$ cat src/rtl/wb_arbiter_n.sv
// wb_arbiter_n: round-robin Wishbone shared-bus interconnect with address decode and cyc-span locking.
// Optional bus watchdog that turns a silent slave into err is enabled by defining WB_ARB_TIMEOUT_EN.
module wb_arbiter_n #(
    parameter int                          num_masters = 4,
    parameter int                          num_slaves  = 8,
    parameter int                          dec_w       = 4,
    parameter logic [num_slaves*dec_w-1:0] slave_addrs = 32'h7654_3210,
    parameter int                          timeout     = 255
) (
    input  logic                      clk,
    input  logic                      reset,
    input  logic [num_masters*32-1:0] m_adr_i,
    input  logic [num_masters*32-1:0] m_dat_i,
    input  logic [num_masters*4-1:0]  m_sel_i,
    input  logic [num_masters-1:0]    m_we_i,
    input  logic [num_masters-1:0]    m_cyc_i,
    input  logic [num_masters-1:0]    m_stb_i,
    output logic [31:0]               m_dat_o,
    output logic [num_masters-1:0]    m_ack_o,
    output logic [num_masters-1:0]    m_err_o,
    output logic [num_masters-1:0]    m_rty_o,
    output logic [31:0]               s_adr_o,
    output logic [31:0]               s_dat_o,
    output logic [3:0]                s_sel_o,
    output logic                      s_we_o,
    output logic [num_slaves-1:0]     s_cyc_o,
    output logic [num_slaves-1:0]     s_stb_o,
    input  logic [num_slaves*32-1:0]  s_dat_i,
    input  logic [num_slaves-1:0]     s_ack_i,
    input  logic [num_slaves-1:0]     s_err_i,
    input  logic [num_slaves-1:0]     s_rty_i,
    output logic [num_masters-1:0]    gnt_o
);
    localparam int mw = (num_masters > 1) ? $clog2(num_masters) : 1;
    localparam int sw = (num_slaves > 1) ? $clog2(num_slaves) : 1;

    typedef enum logic {IDLE, OWNED} state_t;

    state_t                 state, state_next;
    logic [mw-1:0]          owner, owner_next, last, last_next, mux_idx;
    logic [mw-1:0]          cand, winner;
    logic [num_masters-1:0] gnt_next;
    logic                   found, hold, owned, own_cyc, own_stb;
    logic [sw-1:0]          slv;
    logic                   hit, sl_ack, sl_err, sl_rty;
    logic                   unm_err, tmo_err;

    // Round-robin search starting just above the last granted master, wrapping.
    always_comb begin
        found  = 1'b0;
        winner = '0;
        cand   = last;
        for (int k = 0; k < num_masters; k++) begin
            cand = (cand == mw'(num_masters - 1)) ? '0 : cand + 1'b1;
            if (!found && m_cyc_i[cand]) begin
                found  = 1'b1;
                winner = cand;
            end
        end
    end

    assign hold = (state == OWNED) && m_cyc_i[owner];

    always_comb begin
        state_next = state;
        owner_next = owner;
        last_next  = last;
        gnt_next   = gnt_o;
        if (!hold) begin
            if (found) begin
                state_next       = OWNED;
                owner_next       = winner;
                last_next        = winner;
                gnt_next         = '0;
                gnt_next[winner] = 1'b1;
            end else begin
                state_next = IDLE;
                owner_next = '0;
                gnt_next   = '0;
            end
        end
    end

    always_ff @(posedge clk or posedge reset) begin
        if (reset) begin
            state <= IDLE;
            owner <= '0;
            last  <= mw'(num_masters - 1);
            gnt_o <= '0;
        end else begin
            state <= state_next;
            owner <= owner_next;
            last  <= last_next;
            gnt_o <= gnt_next;
        end
    end

    assign owned   = (state == OWNED);
    assign mux_idx = owned ? owner : '0;
    assign own_cyc = owned & m_cyc_i[mux_idx];
    assign own_stb = own_cyc & m_stb_i[mux_idx];

    assign s_adr_o = m_adr_i[{mux_idx, 5'd0} +: 32];
    assign s_dat_o = m_dat_i[{mux_idx, 5'd0} +: 32];
    assign s_sel_o = m_sel_i[{mux_idx, 2'd0} +: 4];
    assign s_we_o  = m_we_i[mux_idx];

    // Scanning downward leaves the lowest matching slave index in slv.
    always_comb begin
        hit = 1'b0;
        slv = '0;
        for (int k = num_slaves - 1; k >= 0; k--) begin
            if (s_adr_o[31 -: dec_w] == slave_addrs[k*dec_w +: dec_w]) begin
                hit = 1'b1;
                slv = sw'(k);
            end
        end
    end

    always_comb begin
        s_cyc_o = '0;
        s_stb_o = '0;
        if (hit) begin
            s_cyc_o[slv] = own_cyc;
            s_stb_o[slv] = own_stb;
        end
    end

    assign sl_ack  = hit & s_ack_i[slv];
    assign sl_err  = hit & s_err_i[slv];
    assign sl_rty  = hit & s_rty_i[slv];
    assign m_dat_o = s_dat_i[{slv, 5'd0} +: 32];

    // Unmapped strobe: err one cycle after it is seen, then every other cycle while held.
    always_ff @(posedge clk or posedge reset) begin
        if (reset) begin
            unm_err <= 1'b0;
        end else begin
            unm_err <= own_stb & ~hit & ~unm_err;
        end
    end

`ifdef WB_ARB_TIMEOUT_EN
    localparam int cw = ($clog2(timeout + 1) > 8) ? $clog2(timeout + 1) : 8;

    logic [cw-1:0] tmo_cnt;
    logic          fwd_stb, sl_term;

    assign fwd_stb = own_stb & hit;
    assign sl_term = sl_ack | sl_err | sl_rty;
    assign tmo_err = fwd_stb & ~sl_term & (tmo_cnt == cw'(timeout));

    always_ff @(posedge clk or posedge reset) begin
        if (reset) begin
            tmo_cnt <= '0;
        end else if (!fwd_stb || sl_term || tmo_err || (gnt_next != gnt_o)) begin
            tmo_cnt <= '0;
        end else begin
            tmo_cnt <= tmo_cnt + 1'b1;
        end
    end
`else
    assign tmo_err = 1'b0;
`endif

    always_comb begin
        m_ack_o = '0;
        m_err_o = '0;
        m_rty_o = '0;
        if (owned) begin
            m_ack_o[mux_idx] = own_cyc & sl_ack;
            m_rty_o[mux_idx] = own_cyc & sl_rty;
            m_err_o[mux_idx] = (own_cyc & sl_err) | unm_err | tmo_err;
        end
    end
endmodule

$ cat config.mk
export PLATFORM = sky130hd
export DESIGN_NAME = wb_arbiter_n
export DESIGN_NICKNAME = d
export VERILOG_FILES = /design/src/rtl/wb_arbiter_n.sv
export SDC_FILE = /design/constraint.sdc
export NUM_CORES = 1
export LEC_CHECK = 0
export BUFFER_PORTS_ARGS = -buffer_cell sky130_fd_sc_hd__buf_2
export CAP_MARGIN = 10
export CORE_AREA = 2 2 269 271
export DETAILED_ROUTE_END_ITERATION = 7
export DIE_AREA = 0 0 271 273
export HOLD_SLACK_MARGIN = 0.1
export PLACE_DENSITY = 0.3
export SETUP_SLACK_MARGIN = 0.4
export SYNTH_ARGS = -nofsm -noshare
export SYNTH_HDL_FRONTEND = slang
export SYNTH_SLANG_ARGS = --single-unit
$ cat constraint.sdc
create_clock -name clk -period 4.5 [get_ports clk]
set_input_delay 0.45 -clock clk [delete_from_list [all_inputs] [get_ports clk]]
set_output_delay 0.45 -clock clk [all_outputs]
set_load 0.005 [all_outputs]
Word level (Yosys, flattened, before mapping)

Cells that the tools add are included.

Output and inout port bits: 133
Bits in registers: 10
Bits of input ports: 566
Logic and storage cells: 131

$lt $le $gt $ge: 11
Mux-type cells: 65
Reduce and logical (&&, ||, !) cells: 12
Eq/ne operators: 11
$add $sub $neg: 4
Bitwise logic cells: 19
Shifts and indexed selects: 4

Operator list:

| cell                | count |
|---|---|
| $shiftx 128x8->32   | 2 |
| $shiftx 256x9->32   | 1 |
| $mux 1              | 27 |
| $mux 3              | 8 |
| $lt 2x3->1 const B  | 7 |
| $mux 2              | 10 |
| $and 8x8->8         | 2 |
| $bmux 1 s2          | 8 |
| $eq 4x3->1 const B  | 4 |
| $mux 4              | 4 |
| $mux 8              | 2 |
| $shiftx 16x5->4     | 1 |
| $and 4x4->4         | 3 |
| $and 1x1->1         | 10 |
| $bmux 1 s3          | 3 |
| $add 2x1->2 const B | 4 |
| $eq 2x2->1 const B  | 4 |
| $eq 4x2->1 const B  | 2 |
| $logic_and 1x1->1   | 7 |
| $demux 1 s2         | 2 |
| $eq 4x1->1 const B  | 1 |
| $ge 2x1->1 const B  | 2 |
| $logic_not 4->1     | 1 |
| $lt 3x4->1 const B  | 1 |
| 6 further kinds     | 10 |

Depth between registers and ports, before layout

Depth in word-level cells: 19
Mapped depth: 11
Depth with buffers taken out: 7

Worst setup path before layout

OpenSTA, ideal clock, no wires.

Path kind: register -> output
From: register owner[1]
To: output port m_dat_o[1]
Path buffers: 2
Required time: 4.050 ns
Cell stages (with the launch flop): 9
Setup slack: 2.032 ns
Arrival time: 2.018 ns
Cell sequence: dfrtp_1 buf_4 o21ai_1 a22oi_4 o211ai_1 buf_2 mux2i_1 o22ai_1 or3_1

Cells in the longest elaborated chain, start to end: 12
Elaborated cells on any way between the ends: 19
Those cells by class: 7 x eq/ne; 2 x shift; 9 x mux; 1 x reduce/logical

RTL lines:

| what                     | line | RTL |
|---|---|---|
| start: declaration       | 40   | `logic [mw-1:0] owner, owner_next, last, last_next, mux_idx;` |
| start signal: assignment | 92   | `owner <= owner_next;` |
| $mux 2 *                 | 99   | `assign mux_idx = owned ? owner : '0;` |
| $shiftx 128x8->32 *      | 103  | `assign s_adr_o = m_adr_i[{mux_idx, 5'd0} +: 32];` |
| $eq 4x3->1               | 113  | `if (s_adr_o[31 -: dec_w] == slave_addrs[k*dec_w +: dec_w]) begin` |
| $mux 3 (7 in series)     | 113  |  |
| $mux 3 *                 | 113  |  |
| $shiftx 256x9->32 *      | 132  | `assign m_dat_o = s_dat_i[{slv, 5'd0} +: 32];` |
| end: declaration         | 18   | `output logic [31:0] m_dat_o,` |

Every way passes the cells marked *; elsewhere a longest branch is shown, timed or not.

Final worst setup path

From: register owner[1]
To: output port m_dat_o[19]

The elaborated chain is that of the path after synthesis.

==> results.json <==
{
  "antenna_found_initial": 24,
  "hold_buffers": 0,
  "synth.lib_cells_used.distinct": 58,
  "worst-r2r-cell-count": 6,
  "synthesis.area_mm2": 0.00429,
  "regToRegStartpoint": "owner[0]",
  "worst_path_buffer_plus_inverter_count": 4,
  "tritoncts": "done",
  "total_leakage_power_nw": 4.49,
  "cp_top_family": "buffers and inverters",
  "max-clock-path-buffers": 2,
  "io_buffer_count": 698,
  "max-cap-violations": 0,
  "synth_simple_gate_area_share_pct": 16.1,
  "total_routing_usage_reported_by_global_routing_pct": 13.5,
  "yosys_register_bits": 10,
  "drt_iter0_drc": 529,
  "gp_congestion": 0.941,
  "synthFlopType": "dfrtp_1",
  "drt_first_pass_iters": 5,
  "critical_path.cell_chain": "mux2i_1, o22ai_1, nor2_2, inv_1, nor3_4, buf_4, buf_4, a221oi_1, o22ai_1, buf_2",
  "fin_cells": 2202,
  "synth_edf_count": 0,
  "worst_hold_slack_ns": 0.225,
  "worstSetupEndpointType": "primary output",
  "setup_total_negative_slack_ns": 0,
  "totalWireLength_um": 54400,
  "synth_xor_area_share_pct": 0,
  "timing.critical_path.depth": 10,
  "crit_fanout": 35,
  "worstSetupPathType": "flip-flop to primary output",
  "core_area_mm2": 0.0710,
  "complex_gate_fraction_of_the_synthesized_area_pct": 61.3,
  "yosys.area_share.adder_pct": 0.292,
  "final_area_mm2": 0.00906,
  "drive_above_1_share_pct": 61.7,
  "placement_rows": 98,
  "synth_top_family_by_area": "compound AO/OA/AOI/OAI gates",
  "power.density_cell_area_mw_per_mm2": 671,
  "regToRegEndpoint": "gnt_o[3]",
  "min_path_type": "input port to asynchronous set/reset pin",
  "syn_area_per_cell_um2": 7.29,
  "clk_pin_slew_worst_paths_ns": 0.05,
  "critical_path.startpoint_type": "flip-flop",
  "routed_via_count_divided_by_cell_count": 3.88,
  "finalSetupViolCount": 0,
  "finalCoreUtilization_pct": 12.8,
  "post_drt_wl_per_cell_um": 24.7,
  "max_clock_freq_mhz": 262,
  "post_synth_mux_area_share_pct": 8.02,
  "vias": 8553,
  "final_max_tran_viols": 0,
  "critical-path-slowest-cell": "dfrtp_2",
  "htree_levels": 1,
  "synthToLayoutAreaGrowth_pct": 111,
  "grt.overflow.total": 0,
  "clock_latency_ns": 0.24,
  "first_global_vias": 8408,
  "number_of_placed_instances_taps_included": 2190,
  "synth_cells": 588,
  "timing.critical_path.from": "owner[1]",
  "status": "finished clean",
  "hold_violations": 0,
  "grt_max_degree": 65,
  "arrival_ns": 3.37,
  "synth.net_count": 1155,
  "clock-skew-final_ns": 0.00443,
  "slew_headroom_pct": 43.8,
  "fill_cells": 8377,
  "critPathCapture": "m_dat_o[19]",
  "timing.final.crit_period_ns": 3.82,
  "slowest_delay_ns": 0.58,
  "asyncSetResetFlopFracSynth_pct": 100,
  "setup_repair_after_global_routing_missed_its_margin": "false",
  "die_width_um": 271,
  "drc": 0,
  "tritoncts_sink_count": 10,
  "final_antenna_net_count": 0,
  "tritoncts.num_buffers": 3,
  "area_of_the_die_mm2": 0.0740,
  "synth-warning-count": 0,
  "vdd_drop_max_v": 0.000169,
  "fin_crit_sh_pct": 84.8,
  "starting_density_of_the_core_pct": 6.04,
  "dpl.hpwl_um": 48500,
  "cts_root_buffer": "clkbuf_16",
  "cp.required_ns": 4.05,
  "grt_pass1_wl_um": 70400,
  "chipHeight_um": 273,
  "yosysSeqAreaShare_pct": 5.89,
  "reg2reg_setup_slack_ns": 2.46,
  "io-pin-count": 699,
  "finalNetCount": 1812,
  "dpl-instance-area_mm2": 0.00893,
  "tightestPinTransition_ns": 0.844
}
-- cells in the mapped netlist, drive strengths merged, types with 8 or more instances --
library cell / count / area (µm²)
a221oi: 96 / 841
nand2: 64 / 243
a22oi: 47 / 367
a221o: 44 / 440
a22o: 44 / 385
clkbuf: 44 / 165
o22ai: 32 / 206
mux2i: 31 / 310
buf: 29 / 156
nor2: 26 / 110
a21oi: 16 / 95.1
o21ai: 15 / 82.6
nor3: 12 / 65.1
inv: 10 / 37.5
nand2b: 10 / 62.6
nand3: 10 / 60.1
dfrtp: 8 / 200
-- state kept, by name (all words and copies together) (netlist names) --
register,count
gnt_o,4
last,2
owned,1
owner,2
unm_err,1
-- through the flow --
step / setup slack [ns] / power (mW)
2_1_floorplan: 2.03 / 3.11
3_3_place_gp: 0.640 / 5.99
3_5_place_dp: 0.501 / 6.00
4_1_cts: 0.232 / 6.19
5_1_grt: 0.452 / 6.55
6_report: 0.682 / 6.07
-- worst reg2reg max path, delay by kind of cell, from the launching register on --
family | cells | cell delay (ns)
compound gates | 2 | 0.33
simple gates | 2 | 0.50
buf+inv | 1 | 0.20
flops | 1 | 0.58
mux | 1 | 0.36
-- cell type report --
type / instances / area (µm²) / share of cell area [%]
clock buffers: 4 / 78.8 / 0.870
multi-input cells: 495 / 3750 / 41.4
diodes: 8 / 20.0 / 0.221
inverters: 10 / 37.5 / 0.414
repair buffers: 725 / 3720 / 41.1
flip-flops and latches: 10 / 256 / 2.83
well taps: 950 / 1190 / 13.1
-- power breakdown --
group | switching, mW | internal [mW]
logic | 3.54 | 2.16
clock network | 0.0496 | 0.120
registers | 0.0706 | 0.134
-- metal layers --
metal / vias to the layer above / routed length, µm / track usage (%)
li1: 3841 / - / -
met4: 18 / 947 / 2.31
met3: 62 / 4740 / 3.85
met2: 590 / 27300 / 24.4
met5: - / 104 / 0
met1: 4042 / 21400 / 16.0
-- worst min path at each step --
stage                  start  endpoint  slack, ns  cells after the start
global route           reset   unm_err       0.26                      2
global placement    gnt_o[0]  gnt_o[0]       0.47                      2
detailed placement  gnt_o[0]  gnt_o[0]       0.47                      2
floorplan              reset  gnt_o[0]       0.29                      1
CTS                    reset  owner[0]       0.24                      2
finish                 reset  owner[0]       0.23                      2
-- cell families after synthesis --
group / after synthesis
compound gates: 318
simple gates: 142
buf+inv: 83
mux: 34
flops: 10
fa+ha+maj: 1
-- timing repair --
action	CTS	global route
endpoints found under the setup margin	2	18
gates cloned	0	0
gates resized for setup	0	6
setup buffers	0	0
-- cells in the final DEF (no fill, tap or decap), types with 11 or more instances in the layout --
cell type / n
buf_4: 25
nor3_1: 11
a221oi_1: 93
mux2i_1: 31
a22oi_1: 46
nand2_1: 63
nor2_1: 19
a22o_1: 44
a21oi_1: 14
buf_2: 698
a221o_1: 44
o22ai_1: 31
(Power assumes the default switching activity.)
